<file path="src/rtl/fabric_config_pkg.sv">
// Shared definitions for the fabric configuration loader.
// Contents: FSM state encoding, default sync/desync words, and address word field positions.
package fabric_config_pkg;

    localparam int unsigned WORD_W = 32;

    localparam logic [WORD_W-1:0] SYNC_WORD_DEFAULT   = 32'hFAB0FAB1;
    localparam logic [WORD_W-1:0] DESYNC_WORD_DEFAULT = 32'hFAB0FAB0;

    // Address word layout: [31:24] column, [23:5] reserved, [4:0] frame index
    localparam int unsigned COL_MSB   = 31;
    localparam int unsigned COL_LSB   = 24;
    localparam int unsigned COL_W     = COL_MSB - COL_LSB + 1;
    localparam int unsigned FRAME_MSB = 4;
    localparam int unsigned FRAME_LSB = 0;
    localparam int unsigned FRAME_W   = FRAME_MSB - FRAME_LSB + 1;

    localparam int unsigned STATE_W = 3;
    localparam logic [STATE_W-1:0] ST_IDLE   = 3'd0;
    localparam logic [STATE_W-1:0] ST_ADDR   = 3'd1;
    localparam logic [STATE_W-1:0] ST_DATA   = 3'd2;
    localparam logic [STATE_W-1:0] ST_SETUP  = 3'd3;
    localparam logic [STATE_W-1:0] ST_STROBE = 3'd4;
    localparam logic [STATE_W-1:0] ST_HOLD   = 3'd5;

    // States in which a bitstream word can be accepted
    function automatic logic state_accepts(input logic [STATE_W-1:0] st);
        return (st == ST_IDLE) || (st == ST_ADDR) || (st == ST_DATA);
    endfunction

endpackage

</file>
<file path="src/rtl/config_onehot_decoder.sv">
// One-hot decoder for configuration enables.
// Ports: index_i (binary index), en_i (enable), onehot_c_o (combinational one-hot,
//        all zero when disabled or when index_i >= OUT_W).
module config_onehot_decoder #(
    parameter int unsigned IDX_W = 8,
    parameter int unsigned OUT_W = 16
) (
    input  logic [IDX_W-1:0] index_i,
    input  logic             en_i,
    output logic [OUT_W-1:0] onehot_c_o
);

    // Compare against every legal position; out-of-range indices match none
    always_comb begin
        onehot_c_o = '0;
        for (int unsigned i = 0; i < OUT_W; i++) begin
            onehot_c_o[i] = en_i && (32'(index_i) == i);
        end
    end

endmodule

</file>
<file path="src/rtl/config_frame_loader.sv">
// Configuration frame loader: hunts for the sync word, decodes address/data pairs,
// and sequences SETUP / STROBE / HOLD around the configuration latch enables.
// Ports: CLK, RESET (sync, active-high); WriteData/WriteStrobe bitstream input;
//        Ready (word accepted this cycle when high); FrameData latch data bus;
//        ColSelect / FrameStrobe one-hot latch enables; ConfigActive;
//        AddrError / Overrun sticky error flags. All outputs are registered.
module config_frame_loader
    import fabric_config_pkg::*;
#(
    parameter int unsigned       FRAME_BITS    = 32,
    parameter int unsigned       MAX_FRAMES    = 20,
    parameter int unsigned       NUM_COLUMNS   = 16,
    parameter int unsigned       STROBE_CYCLES = 2,
    parameter logic [WORD_W-1:0] SYNC_WORD     = SYNC_WORD_DEFAULT,
    parameter logic [WORD_W-1:0] DESYNC_WORD   = DESYNC_WORD_DEFAULT
) (
    input  logic                   CLK,
    input  logic                   RESET,
    input  logic [WORD_W-1:0]      WriteData,
    input  logic                   WriteStrobe,
    output logic                   Ready,
    output logic [FRAME_BITS-1:0]  FrameData,
    output logic [NUM_COLUMNS-1:0] ColSelect,
    output logic [MAX_FRAMES-1:0]  FrameStrobe,
    output logic                   ConfigActive,
    output logic                   AddrError,
    output logic                   Overrun
);

    localparam int unsigned CNT_W = (STROBE_CYCLES > 1) ? $clog2(STROBE_CYCLES) : 1;

    logic [STATE_W-1:0]     state_q,     state_d;
    logic                   ready_q,     ready_d;
    logic [FRAME_BITS-1:0]  fdata_q,     fdata_d;
    logic [NUM_COLUMNS-1:0] col_sel_q,   col_sel_d;
    logic [MAX_FRAMES-1:0]  frame_stb_q, frame_stb_d;
    logic                   active_q,    active_d;
    logic                   addr_err_q,  addr_err_d;
    logic                   overrun_q,   overrun_d;
    logic [COL_W-1:0]       col_q,       col_d;
    logic [FRAME_W-1:0]     frame_q,     frame_d;
    logic                   addr_ok_q,   addr_ok_d;
    logic [CNT_W-1:0]       cnt_q,       cnt_d;

    logic                   accept_c;
    logic                   strobe_en_c;
    logic [COL_W-1:0]       col_field_c;
    logic [FRAME_W-1:0]     frame_field_c;
    logic                   field_ok_c;

    assign col_field_c   = WriteData[COL_MSB:COL_LSB];
    assign frame_field_c = WriteData[FRAME_MSB:FRAME_LSB];
    assign field_ok_c    = (32'(col_field_c) < NUM_COLUMNS) && (32'(frame_field_c) < MAX_FRAMES);

    // State and output registers
    always_ff @(posedge CLK) begin
        if (RESET) begin
            state_q     <= ST_IDLE;
            ready_q     <= 1'b1;
            fdata_q     <= '0;
            col_sel_q   <= '0;
            frame_stb_q <= '0;
            active_q    <= 1'b0;
            addr_err_q  <= 1'b0;
            overrun_q   <= 1'b0;
            col_q       <= '0;
            frame_q     <= '0;
            addr_ok_q   <= 1'b0;
            cnt_q       <= '0;
        end else begin
            state_q     <= state_d;
            ready_q     <= ready_d;
            fdata_q     <= fdata_d;
            col_sel_q   <= col_sel_d;
            frame_stb_q <= frame_stb_d;
            active_q    <= active_d;
            addr_err_q  <= addr_err_d;
            overrun_q   <= overrun_d;
            col_q       <= col_d;
            frame_q     <= frame_d;
            addr_ok_q   <= addr_ok_d;
            cnt_q       <= cnt_d;
        end
    end

    // Next-state and next-output logic
    always_comb begin
        state_d    = state_q;
        fdata_d    = fdata_q;
        active_d   = active_q;
        addr_err_d = addr_err_q;
        overrun_d  = overrun_q;
        col_d      = col_q;
        frame_d    = frame_q;
        addr_ok_d  = addr_ok_q;
        cnt_d      = cnt_q;

        accept_c = WriteStrobe && ready_q;
        // A word offered while not ready is dropped without touching the FSM
        if (WriteStrobe && !ready_q) begin
            overrun_d = 1'b1;
        end

        case (state_q)
            ST_IDLE: begin
                if (accept_c && (WriteData == SYNC_WORD)) begin
                    state_d  = ST_ADDR;
                    active_d = 1'b1;
                end
            end
            ST_ADDR: begin
                if (accept_c) begin
                    if (WriteData == DESYNC_WORD) begin
                        state_d  = ST_IDLE;
                        active_d = 1'b0;
                    end else if (WriteData != SYNC_WORD) begin
                        col_d      = col_field_c;
                        frame_d    = frame_field_c;
                        addr_ok_d  = field_ok_c;
                        addr_err_d = addr_err_q || !field_ok_c;
                        state_d    = ST_DATA;
                    end
                end
            end
            ST_DATA: begin
                if (accept_c) begin
                    fdata_d = FRAME_BITS'(WriteData);
                    state_d = ST_SETUP;
                end
            end
            ST_SETUP: begin
                state_d = ST_STROBE;
                cnt_d   = CNT_W'(STROBE_CYCLES - 1);
            end
            ST_STROBE: begin
                if (cnt_q == '0) begin
                    state_d = ST_HOLD;
                end else begin
                    cnt_d = cnt_q - CNT_W'(1);
                end
            end
            ST_HOLD: begin
                state_d = ST_ADDR;
            end
            default: begin
                state_d = ST_IDLE;
            end
        endcase

        ready_d     = state_accepts(state_d);
        // Enables are registered, so they are computed from the state being entered
        strobe_en_c = (state_d == ST_STROBE) && addr_ok_q;
    end

    config_onehot_decoder #(
        .IDX_W (COL_W),
        .OUT_W (NUM_COLUMNS)
    ) u_col_dec (
        .index_i    (col_q),
        .en_i       (strobe_en_c),
        .onehot_c_o (col_sel_d)
    );

    config_onehot_decoder #(
        .IDX_W (FRAME_W),
        .OUT_W (MAX_FRAMES)
    ) u_frame_dec (
        .index_i    (frame_q),
        .en_i       (strobe_en_c),
        .onehot_c_o (frame_stb_d)
    );

    assign Ready        = ready_q;
    assign FrameData    = fdata_q;
    assign ColSelect    = col_sel_q;
    assign FrameStrobe  = frame_stb_q;
    assign ConfigActive = active_q;
    assign AddrError    = addr_err_q;
    assign Overrun      = overrun_q;

endmodule
</file>
<file path="config.mk">
export PLATFORM = sky130hd
export DESIGN_NAME = config_frame_loader
export DESIGN_NICKNAME = d
export VERILOG_FILES = /design/src/rtl/fabric_config_pkg.sv /design/src/rtl/config_onehot_decoder.sv /design/src/rtl/config_frame_loader.sv
export SDC_FILE = /design/constraint.sdc
export NUM_CORES = 1
export LEC_CHECK = 0
export ABC_AREA = 1
export CORE_MARGIN = 1
export CORE_UTILIZATION = 42
export DETAILED_ROUTE_END_ITERATION = 12
export PLACE_DENSITY = 0.76
export SYNTH_ARGS = -nofsm -noshare
export SYNTH_HDL_FRONTEND = slang
export SYNTH_SLANG_ARGS = --single-unit
export TNS_END_PERCENT = 1
</file>
<file path="constraint.sdc">
create_clock -name CLK -period 1.5 [get_ports CLK]
set_clock_uncertainty 0.15 [all_clocks]
set_input_delay 0.15 -clock CLK [delete_from_list [all_inputs] [get_ports CLK]]
set_output_delay 0.15 -clock CLK [all_outputs]
set_load 0.03 [all_outputs]
</file>
Word-level counts from Yosys, hierarchy flattened
Index checks and enable logic that the tools add are counted.
Storage, ports and cells
  bits in registers: 90
  output and inout bits: 72
  logic and storage cells: 132
  input port bits: 35
Cells by class
  magnitude comparators: 2
  multiplexer cells: 13
  bitwise gates (word level): 1
  reductions and logical operators: 55
  add/subtract/negate cells: 1
  equal/unequal tests: 48
Operators with widths (number)
  $eq 32x32->1 const B: 2
  $eq 8x4->1 const B: 8
  $logic_and 1x1->1: 41
  $eq 5x4->1 const B: 8
  $eq 8x3->1 const B: 4
  $ne 32x32->1 const B: 1
  $eq 5x3->1 const B: 4
  $eq 5x5->1 const B: 4
  $mux 3: 6
  $pmux 3 s6: 1
  $eq 8x2->1 const B: 2
  $eq 5x2->1 const B: 2
  $eq 3x2->1 const B: 3
  $eq 3x3->1 const B: 3
  $eq 8x1->1 const B: 1
  $logic_not 8->1: 1
  $lt 8x5->1 const B: 1
  $reduce_and 4->1: 2
  $eq 3x1->1 const B: 2
  $logic_not 3->1: 2
  $ne 2x2->1 const B: 3
  $eq 5x1->1 const B: 1
  $logic_not 5->1: 1
  $lt 5x5->1 const B: 1
  8 further kinds: 16

Depth between registers and ports, before layout
Gate-level depths: netlist of the first run.
  depth after elaboration: 8
  gate-level depth with buffers: 12
  mapped depth without buffers: 11

By module
A second synthesis of the first run with hierarchy kept.
Unflattened totals
  cell total of the unflattened synthesis: 545
  area, all modules: 3827.4 um2
Modules (own cells, without submodules)
  config_frame_loader: seq. area each 1801.7 um2, cells an instance 462, instances 1, area each 3415.8 um2
  config_onehot_decoder at u_col_dec: seq. area each 0.0 um2, cells an instance 37, instances 1, area each 229.0 um2
  config_onehot_decoder at u_frame_dec: seq. area each 0.0 um2, cells an instance 46, instances 1, area each 182.7 um2

Worst setup path before layout of the first run
Ideal clock, no wire load.
  kind: register to register
  start point: register ready_q (netlist: Ready)
  end point: register ready_q (netlist: Ready)
  required time: 1.217 ns
  setup slack: -0.215 ns
  arrival: 1.432 ns
  cell stages (with the launch flop): 9
  library setup time: 0.133 ns
  clock period less this slack: 1.715 ns
  path through: dfxtp_1 -> nand2_1 -> inv_2 -> nand2_1 -> nor3_1 -> nand3_1 -> buf_4 -> nand3_1 -> nand3_1
Between the ends
  longest elaborated chain between the ends: 7
  elaborated cells on any way between the ends: 11
RTL lines
  start: declaration: line config_frame_loader.sv:33  | logic ready_q, ready_d;
  start signal: assignment: line config_frame_loader.sv:72  | ready_q <= ready_d;
  $logic_and 1x1->1 *: line config_frame_loader.sv:98  | accept_c = WriteStrobe && ready_q;
  $logic_and 1x1->1: line config_frame_loader.sv:106  | if (accept_c && (WriteData == SYNC_WORD)) begin
  $mux 3: line config_frame_loader.sv:106
  $pmux 3 s6 *: line config_frame_loader.sv:104  | case (state_q)
  $eq 3x1->1 or $logic_not 3->1 (tied branches): line fabric_config_pkg.sv:28  | return (st == ST_IDLE) || (st == ST_ADDR) || (st == ST_DATA);
  $logic_or 1x1->1: line fabric_config_pkg.sv:28
  $logic_or 1x1->1 *: line fabric_config_pkg.sv:28
Every way passes the cells marked *; elsewhere a longest branch is shown, timed or not.
A chain may end at the register's enable or synchronous reset.

Worst setup path in the final report of the first run
  start point: register state_q[1]
  end point: register frame_stb_q[9] (netlist: FrameStrobe[9])
Between the ends
  longest elaborated chain between the ends: 7
  elaborated cells on any way between the ends: 16
RTL lines
  start: declaration: line config_frame_loader.sv:32  | logic [STATE_W-1:0] state_q, state_d;
  start signal: assignment: line config_frame_loader.sv:71  | state_q <= state_d;
  $mux 3: line config_frame_loader.sv:116  | end else if (WriteData != SYNC_WORD) begin
  $mux 3: line config_frame_loader.sv:113  | if (WriteData == DESYNC_WORD) begin
  $mux 3: line config_frame_loader.sv:112  | if (accept_c) begin
  $pmux 3 s6 *: line config_frame_loader.sv:104
  $eq 3x3->1 *: line config_frame_loader.sv:152  | strobe_en_c = (state_d == ST_STROBE) && addr_ok_q;
  $logic_and 1x1->1 *: line config_frame_loader.sv:152
  $logic_and 1x1->1 *: line config_onehot_decoder.sv:17  | onehot_c_o[i] = en_i && (32'(index_i) == i);
  end signal: assignment: line config_frame_loader.sv:75  | frame_stb_q <= frame_stb_d;
  end: declaration: line config_frame_loader.sv:36  | logic [MAX_FRAMES-1:0] frame_stb_q, frame_stb_d;
Marked as above.

==> reports/metrics.cfg, run 1 <==
[worst_hold_path]
hold_path.class=in -> reg
whs_path_depth=3

[place]
hpwlAfterDp_mm=6.535
placedCellCount=722
place_congestion=0.8662
port_buffers=106
place_area_um2=5059

[synth]
synthTopCellsByCount=nand2_1, nor2_1, dfxtp_1, inv_1, o21ai_0
synthAdderAreaFrac_pct=0
synth_flop_cell=dfxtp_1
synth_top_family_by_area=simple AND/OR/NAND/NOR gates
yosysTopAreaCell=dfxtp_1
ys_warn_count=0
syn_nets=514
syn_area_per_cell_um2=7.296
synth.distinct_cells=19
synth_area_leaders=dfxtp_1, nand2_1, nor2_1
synthSimpleGateAreaFrac_pct=32.55
ys_ff_latch=90
synth_enable_flop_cells=0
yosys.area_share.xor_xnor_pct=0
yosysSeqAreaShare_pct=51.56
synth_top_area_share_pct=51.56
syn_inst=479
synthArstFlopShare_pct=0
synth.most_common_cell=nand2_1
netlist_area_um2=3495
synth_mux_area_share_pct=0
synth_compound_area_share_pct=7.447

[floorplanning]
dieHeight_um=93.22
coreArea_um2=7888
rows=32
io_pins=107
die_area_um2=8689
initial_core_util_pct=44.31
die_w_um=93.22

[worst_setup_path]
crit_buf_inv=3
crit_family=simple AND/OR/NAND/NOR gates
cp_slowest_stage_delay_ns=0.37
cp.required_ns=1.61
cp_slowest_cell=dfxtp_4
regToRegSetupSlack_ns=-0.18
arrival_ns=1.79
crit_chain=buf_6 > nor2_4 > nand2_1 > inv_1 > nand2_1 > nor2_2 > nor2_4 > nand2_4 > clkbuf_16 > nor2_2
worstPathMaxFanout=8
end_kind=register
critical_path_class=reg -> reg
rr_worst_depth=10
path_depth=10
startpoint_type=register

[layout]
fin_cells=749
final_nets=677
multi_input_area_um2=1597
area_growth_pct=60.26
seqCellArea_um2=1814
diodes=0
final_area_um2=5600
fillers=627
drive_gt1_share_pct=25.04

[clocking]
ctsLongestPathBuffers=2
cts_inserted_buffers=9
insertion_delay_ns=0.36
cts_root_buf=clkbuf_8
htree_levels=3
cts_tree=done
clk_pin_slew_worst_paths_ns=0.08
clock-sinks=90

[detailed_routing]
num_vias=3550
ant_nets=0
drt-vias-per-instance=4.740
drt_iter0_markers=174
wirelength_mm=9.498
dr.pass1.iters=4
route.detailed.drc=0
avgRoutedWirePerCell_um=12.68

[global_routing]
grt_pass1_wl_mm=14.46
grt_usage_pct=21.41
antenna_found_initial=0
grt_max_degree=43
grt_overflow=0
grt_pass1_vias=3298

[power]
p_leak_uw=0.002813
p_sw_uw=955.1
vdd_drop_max_mv=0.5632
switching_share_pct=20.81
pwr-share-comb_pct=6.1
powerDensity_nw_per_um2=819.3
p_int_uw=3633
power_uw=4589
seq_power_share_pct=51.9
clockPowerShare_pct=42.0

[status]
violations=hold timing, setup timing
status=finished, violations left

[timing]
slew_viol_final=0
hold_slack_ns=-0.04092
timing.fmax_ghz=0.5947
slew_headroom_pct=71.71
tightest_slew_ns=0.4212
layout_setup_ws_ns=-0.1815
final-setup-viol-count=52
hold_violations=3
fin_crit_sh_pct=112.1
period_needed_ns=1.681
rsz0062_at_grt=yes

[job]
cap_viol_max_count=0

[registers in the layout (all words and copies together) (netlist names)]
name,flops
cnt_q,1
col_q,8
ConfigActive,1
AddrError,1
ColSelect,16
frame_q,5
Overrun,1
addr_ok_q,1
FrameStrobe,20
FrameData,32
state_q,3
Ready,1
[power groups by stage]
stage	sequential, uW	combinational [uW]	clock [uW]
final	2380	280	1930
after global routing	2380	302	2050
after CTS	2380	249	1940
after detailed placement	2440	247	0
after global placement	2440	243	0
after floorplan	2440	67.8	0
[cells by family after synthesis]
group                  count (synthesis)
and+or+nand+nor                      269
buffers and inverters                 68
DFF                                   90
AOI/OAI and AO/OA                     52
[worst min-delay path: stages]
cell            delay (ns)
dlymetal6s2s_1        0.12
o21ai_1               0.08
nor2_1                0.08
[what timing repair did]
action,in CTS,in global routing
gates cloned,0,3
hold endpoints to repair,0,6
setup endpoints to repair,144,88
hold buffers,0,6
gates resized for setup,90,102
setup buffers,0,2
pin swaps,5,20
[per-layer routing]
| metal | vias to the layer above | GRT usage, % | share of wire [%] |
|---|---|---|---|
| li1 | 1798 | - | - |
| met1 | 1613 | 23.98 | 41 |
| met4 | 0 | 10.90 | 2.4 |
| met5 | - | 0 | 0 |
| met2 | 116 | 38.73 | 52 |
| met3 | 23 | 3.740 | 4.9 |
[path summary, 6_finish.rpt]
check,start,endpoint
setup / recovery,state_q[1],FrameStrobe[9]
hold / removal,WriteData[14],FrameData[14]
setup reg to reg,state_q[1],FrameStrobe[9]
hold reg to reg,AddrError,AddrError
[layout make-up]
class                   count  share of cell area, %
clock buffers              10                  2.279
clock inverters             6                  1.877
inverters                  49                  3.418
multi-input cells         321                  28.51
flip-flops and latches     90                  32.40
well taps                 102                  2.279
repair buffers            171                  29.24
[per-stage QoR]
step | util [%] | setup slack [ns] | TNS, ns
6_report | 71.00 | -0.1815 | -5.757
5_1_grt | 71.00 | -0.2581 | -10.52
4_1_cts | 66.37 | -0.08225 | -1.730
3_5_place_dp | 64.13 | -0.5880 | -35.73
3_3_place_gp | 64.13 | -0.5524 | -32.93
2_1_floorplan | - | -0.03315 | -0.9468
[placed cells by master, fill, tap and decap left out, types with 7 or more instances in the layout]
cell / n
dlygate4sd2_1: 74
inv_1: 39
nand2_1: 92
nor2_1: 81
nor3_1: 10
inv_2: 7
nor2_2: 41
clkdlybuf4s50_1: 16
o21ai_0: 7
dlymetal6s2s_1: 15
dfxtp_1: 86
a21oi_1: 19
nor2_4: 8
o21ai_1: 23
buf_4: 47
clkbuf_8: 9
nand3_1: 9
nand2_2: 12
(Power assumes the default switching activity.)
==> inputs of run 2 (changes only) <==
- PLACE_DENSITY: 0.76 -> unset
- PLACE_DENSITY_LB_ADDON: unset -> 0.12
==> run 2 against run 1 <==
  * The run ends with setup timing left
  * Hold slack better by 0.075 ns
  * Sequential share of layout area rose by 0.67 points
  * Total power shrank 5.4%
  * Register-to-register slack better by 0.07 ns
  * Combinational power decreased by 2%
  * Die area unchanged
  * Sequential cell count unchanged
  * Worst setup slack improved by 0.072 ns
  * Clock power down 13%
  * Cell count shrank 0.13%
  * Sequential power barely moved
  * First-iteration DRC count is 60% lower
  * Critical path type unchanged
  * Critical endpoint is now ColSelect[0]
  * Largest power group unchanged
==> reports/metrics.cfg, run 2 (synthesis results as in run 1) <==
[clocking]
insertion_delay_ns=0.35  ; was 0.36 ns
ctsLongestPathBuffers=2  ; unchanged
cts_inserted_buffers=9  ; unchanged
cts_root_buf=clkbuf_8  ; unchanged
postCtsSetupRepairBufs=0  ; unchanged
clk_pin_slew_worst_paths_ns=0.09  ; was 0.08 ns
clock-sinks=90  ; unchanged
cts_tree=done  ; unchanged
htree_levels=3  ; unchanged

[job]
cap_viol_max_count=0  ; unchanged

[detailed_routing]
wirelength_mm=8.728  ; was 9.498 mm
ant_nets=0  ; unchanged
drt-vias-per-instance=4.549  ; was 4.740
route.detailed.drc=0  ; unchanged
avgRoutedWirePerCell_um=11.67  ; was 12.68 um
drt_iter0_markers=70  ; was 174
num_vias=3403  ; was 3550
dr.pass1.iters=5  ; was 4

[global_routing]
grt_max_degree=49  ; was 43
grt_pass1_vias=3213  ; was 3298
grt_pass1_wl_mm=13.79  ; was 14.46 mm
antenna_found_initial=0  ; unchanged
grt_usage_pct=19.98  ; was 21.41%
grt_overflow=0  ; unchanged

[layout]
fillers=679  ; was 627
final_area_um2=5472  ; was 5600 um2
area_growth_pct=56.57  ; was 60.26%
drive_gt1_share_pct=23.68  ; was 25.04%
final_nets=676  ; was 677
largest_register_ffs=32  ; unchanged
final_common_cell=nand2_1  ; unchanged
layout_common_cells=nand2_1, dfxtp_1, nor2_1  ; unchanged
diodes=0  ; unchanged

[timing]
fin_crit_sh_pct=107.3  ; was 112.1%
tightest_slew_ns=0.4623  ; was 0.4212 ns
layout_setup_ws_ns=-0.1099  ; was -0.1815 ns
final-setup-viol-count=37  ; was 52
timing.fmax_ghz=0.6211  ; was 0.5947 GHz
period_needed_ns=1.610  ; was 1.681 ns
slew_viol_final=0  ; unchanged
rsz0062_at_grt=yes  ; unchanged
hold_violations=0  ; was 3
slew_headroom_pct=68.94  ; was 71.71%

[power]
powerDensity_nw_per_um2=793.2  ; was 819.3 nW/um2
p_leak_uw=0.002680  ; was 0.002813 uW
power_uw=4340  ; was 4589 uW
vdd_drop_max_mv=0.5467  ; was 0.5632 mV

[worst_setup_path]
startpoint_type=register  ; unchanged
end_kind=register  ; unchanged
worstPathMaxFanout=8  ; unchanged
cp.required_ns=1.65  ; was 1.61 ns
arrival_ns=1.76  ; was 1.79 ns
critical_path_class=reg -> reg  ; unchanged

[place]
place_congestion=0.7927  ; was 0.8662
hpwlAfterDp_mm=6.032  ; was 6.535 mm
place_area_um2=5096  ; was 5059 um2
port_buffers=106  ; unchanged

[worst_hold_path]
hold_path.class=in -> reg  ; unchanged

[floorplanning]
coreArea_um2=7888  ; unchanged
io_pins=107  ; unchanged
dieHeight_um=93.22  ; unchanged
initial_core_util_pct=44.31  ; unchanged
die_area_um2=8689  ; unchanged
die_w_um=93.22  ; unchanged
rows=32  ; unchanged

[status]
violations=setup timing  ; was hold timing, setup timing
status=finished, violations left  ; unchanged

run 2: changes by cell type in the layout (fill, tap and decap cells not counted), moves of 3 or more:
cell             change
nor2_2               -3
nand2_1              +3
nand2_4              -3
inv_2                -5
o21ai_0             +21
dlymetal6s2s_1      -12
o21ai_1             -19
buf_4                +5
inv_1                +6
dlygate4sd3_1        -5
clkinv_2             -3
clkdlybuf4s50_1     +14
run 2: final timing paths:
path                            depth (start not counted)  slack, ns          start           end
worst max-delay path                                   11      -0.11     state_q[2]  ColSelect[0]
worst min-delay path                                    4       0.03  WriteData[24]      col_q[0]
worst max register to register                         11      -0.11     state_q[2]  ColSelect[0]
worst min register to register                          2       0.31          cnt_q         cnt_q
run 2: per-layer routing:
| metal | global-route usage (%) | share of wire (%) | up-vias |
|---|---|---|---|
| met5 | 0 | 0 | - |
| met2 | 35.60 | 50 | 60 |
| met4 | 9.615 | 1.8 | 0 |
| li1 | - | - | 1802 |
| met3 | 3.171 | 3.2 | 13 |
| met1 | 23.24 | 45 | 1528 |
run 2: report_power, final:
part           switching [uW]  leakage, uW  internal, uW
combinational             115      0.00185           158
sequential         0.00000169     0.000726          2380
clock                     891     0.000102           790
run 2: area by class of cell:
class | instances | area, um2 | share of cell area, %
inverters | 49 | 188.9 | 3.453
clock buffers | 10 | 127.6 | 2.332
multi-input cells | 321 | 1560 | 28.52
repair buffers | 170 | 1587 | 29.00
clock inverters | 6 | 71.32 | 1.303
well taps | 102 | 127.6 | 2.332
flip-flops and latches | 90 | 1809 | 33.07
run 2: timing repair:
| item | in CTS | in global routing |
|---|---|---|
| pin swaps | 1 | 9 |
| hold buffers | 0 | 1 |
| hold endpoints to repair | 0 | 1 |
| resized for setup | 86 | 50 |
| setup endpoints to repair | 159 | 85 |
| cloned | 0 | 4 |
run 2: per-stage QoR:
step | util (%) | instances | hold slack, ns | setup TNS, ns | worst slack [ns]
4_1_cts | 66.32 | 743 | 0.1300 | -2.365 | -0.08107
5_1_grt | 69.37 | 748 | 0.05751 | -9.683 | -0.2008
3_5_place_dp | 64.61 | 727 | 0.2999 | -36.26 | -0.5837
6_report | 69.37 | 748 | 0.03388 | -2.692 | -0.1099
2_1_floorplan | - | 479 | 0.1349 | -0.9468 | -0.03315
3_3_place_gp | 64.61 | 727 | 0.2951 | -35.68 | -0.5732
run 2: critical path, stage by stage, from the launching register on:
cell	delay (ns)
dfxtp_2	0.37
inv_4	0.05
nand2_2	0.05
nor2_2	0.05
nand2_4	0.08
nand2_2	0.06
a21oi_2	0.10
nand2_2	0.08
nor2_4	0.18
nand2_8	0.12
clkbuf_16	0.19
nor2_2	0.08
==> inputs of run 3 (changes only) <==
- CELL_PAD_IN_SITES_DETAIL_PLACEMENT: unset -> 1
- CELL_PAD_IN_SITES_GLOBAL_PLACEMENT: unset -> 1
- CORE_UTILIZATION: 42 -> 29
- HOLD_SLACK_MARGIN: unset -> 0.02
==> run 3 against run 2 <==
  * The flow finishes with violations (DRC, hold timing, setup timing)
  * Maximum frequency is 0.85% lower
  * Routed wire length is 19% higher
  * Count of clock-buffer cells in the layout is 1 higher
  * Combinational power hardly changed
  * Highest routed layer unchanged
==> reports/metrics.cfg, run 3 (synthesis results as in run 1) <==
[floorplanning]
coreArea_um2=11560  ; was 7888 um2
rows=39  ; was 32
initial_core_util_pct=30.22  ; was 44.31%
die_w_um=111.8  ; was 93.22 um
dieHeight_um=111.8  ; was 93.22 um
die_area_um2=12490  ; was 8689 um2
io_pins=107  ; unchanged

[worst_setup_path]
regToRegSetupSlack_ns=-0.12  ; was -0.11 ns
critical_path_class=reg -> reg  ; unchanged
cp.required_ns=1.63  ; was 1.65 ns
crit_chain=inv_4 > nand2_4 > nor2_4 > nand2_4 > nand2_2 > a21oi_2 > nand2_2 > nor2_4 > nand2_8 > clkbuf_16 > nor2_4  ; was inv_4 > nand2_2 > nor2_2 > nand2_4 > nand2_2 > a21oi_2 > nand2_2 > nor2_4 > nand2_8 > clkbuf_16 > nor2_2
startpoint_type=register  ; unchanged
arrival_ns=1.75  ; was 1.76 ns
critPathCapture=ColSelect[3]  ; was ColSelect[0]
end_kind=register  ; unchanged
startpoint=state_q[2]  ; unchanged
r2r-end=ColSelect[3]  ; was ColSelect[0]
worstPathMaxFanout=8  ; unchanged
cp_slowest_cell=dfxtp_2  ; unchanged
path_common_cell=nor2_4  ; was nand2_2
cp_slowest_stage_delay_ns=0.35  ; was 0.37 ns
rr_startpoint=state_q[2]  ; unchanged
rr_worst_depth=11  ; unchanged

[clocking]
clock-sinks=90  ; unchanged
cts_tree=done  ; unchanged
htree_levels=3  ; unchanged
ctsLongestPathBuffers=2  ; unchanged
insertion_delay_ns=0.34  ; was 0.35 ns
cts_inserted_buffers=9  ; unchanged
cts_root_buf=clkbuf_16  ; was clkbuf_8
clk_pin_slew_worst_paths_ns=0.06  ; was 0.09 ns

[layout]
drive_gt1_share_pct=26.63  ; was 23.68%
layout_common_cells=nand2_1, dfxtp_1, nor2_1  ; unchanged
final_nets=677  ; was 676
largest_register_ffs=32  ; unchanged
fillers=1381  ; was 679
area_growth_pct=66.77  ; was 56.57%
final_common_cell=nand2_1  ; unchanged
final_area_um2=5828  ; was 5472 um2
diodes=0  ; unchanged

[timing]
hold_slack_ns=-0.004456  ; was 0.03388 ns
fin_crit_sh_pct=108.3  ; was 107.3%
final-setup-viol-count=54  ; was 37
period_needed_ns=1.624  ; was 1.610 ns
rsz0062_at_grt=yes  ; unchanged
hold_violations=1  ; was 0
slew_viol_final=0  ; unchanged
layout_setup_ws_ns=-0.1238  ; was -0.1099 ns
tightest_slew_ns=0.3864  ; was 0.4623 ns
timing.fmax_ghz=0.6158  ; was 0.6211 GHz
slew_headroom_pct=74.14  ; was 68.94%

[global_routing]
antenna_found_initial=0  ; unchanged
grt_pass1_vias=3628  ; was 3213
grt_overflow=0  ; unchanged
grt_max_degree=48  ; was 49
grt_pass1_wl_mm=16.77  ; was 13.79 mm
grt_usage_pct=16.86  ; was 19.98%

[detailed_routing]
drt-vias-per-instance=4.473  ; was 4.549
route.detailed.drc=7  ; was 0
dr.pass1.iters=8  ; was 5
ant_nets=0  ; unchanged
drt_iter0_markers=107  ; was 70
avgRoutedWirePerCell_um=13.18  ; was 11.67 um
wirelength_mm=10.40  ; was 8.728 mm
num_vias=3529  ; was 3403

[power]
powerDensity_nw_per_um2=879.1  ; was 793.2 nW/um2
p_leak_uw=0.002836  ; was 0.002680 uW
seq_power_share_pct=46.5  ; was 54.9%
clockPowerShare_pct=48.1  ; was 38.7%
vdd_drop_max_mv=0.3964  ; was 0.5467 mV
switching_share_pct=20.37  ; was 23.20%
p_int_uw=4080  ; was 3333 uW
pwr-share-comb_pct=5.4  ; was 6.3%
p_sw_uw=1044  ; was 1007 uW

[place]
dpl_worst_slack_ns=-0.6701  ; was -0.5837 ns
place_area_um2=5140  ; was 5096 um2
hpwlAfterDp_mm=7.315  ; was 6.032 mm
port_buffers=106  ; unchanged
place_congestion=0.7507  ; was 0.7927

[job]
cap_viol_max_count=0  ; unchanged

[status]
violations=DRC, hold timing, setup timing  ; was setup timing
status=finished, violations left  ; unchanged

[worst_hold_path]
hold_path.class=in -> reg  ; unchanged

-- run 3: layout make-up --
| cell class | count | area, um2 | share of cell area, % |
|---|---|---|---|
| Multi-Input combinational cell | 321 | 1658 | 28.45 |
| Tap cell | 143 | 178.9 | 3.070 |
| Clock inverter | 4 | 75.07 | 1.288 |
| Sequential cell | 90 | 1814 | 31.13 |
| Inverter | 49 | 188.9 | 3.242 |
| Timing Repair Buffer | 171 | 1660 | 28.49 |
| Clock buffer | 11 | 252.7 | 4.337 |
-- run 3: worst max-delay path: cells and delay by family, from the launching register on --
kind                   cells  cell delay, ns
and+or+nand+nor            8            0.70
DFF                        1            0.35
buffers and inverters      2            0.25
AOI/OAI and AO/OA          1            0.11
-- run 3: power groups by stage --
stage	clock [uW]	sequential, uW	combinational, uW
final	2460	2380	277
after global routing	2650	2380	304
after CTS	2550	2390	269
after detailed placement	0	2440	267
after global placement	0	2440	262
after floorplan	0	2440	67.8
-- run 3: worst min path at each step --
| stage | depth (start not counted) | to | from | slack, ns |
|---|---|---|---|---|
| floorplan | 2 | col_q[0] | WriteData[24] | 0.13 |
| global placement | 2 | cnt_q | cnt_q | 0.29 |
| detailed placement | 2 | AddrError | AddrError | 0.31 |
| CTS | 3 | FrameData[22] | WriteData[22] | 0.21 |
| global route | 3 | FrameData[21] | WriteData[21] | 0.03 |
| finish | 3 | FrameData[21] | WriteData[21] | -0.004 |
-- run 3: what timing repair did --
action                     CTS  global route
hold buffers                 0             1
setup buffers                0             1
gates cloned                 0             5
resized for setup           90           104
pin swaps                    8            24
hold endpoints to repair     0             1
setup endpoints to repair  159            87
-- run 3: per-stage QoR --
stage	util, %	instances	setup TNS, ns	power (uW)
global route	50.39	789	-10.66	5333
detailed placement	44.44	767	-44.59	2708
CTS	46.92	782	-6.840	5210
floorplan	-	479	-0.9468	2509
finish	50.39	789	-4.181	5124
global placement	44.44	767	-38.66	2704
-- run 3: metal layers --
metal / vias to the layer above / track usage [%] / part of all wire (%)
met5: - / 0 / 0
met4: 0 / 7.568 / 1.5
met3: 11 / 4.083 / 4.6
met2: 73 / 29.11 / 50
met1: 1645 / 19.74 / 44
li1: 1800 / - / -
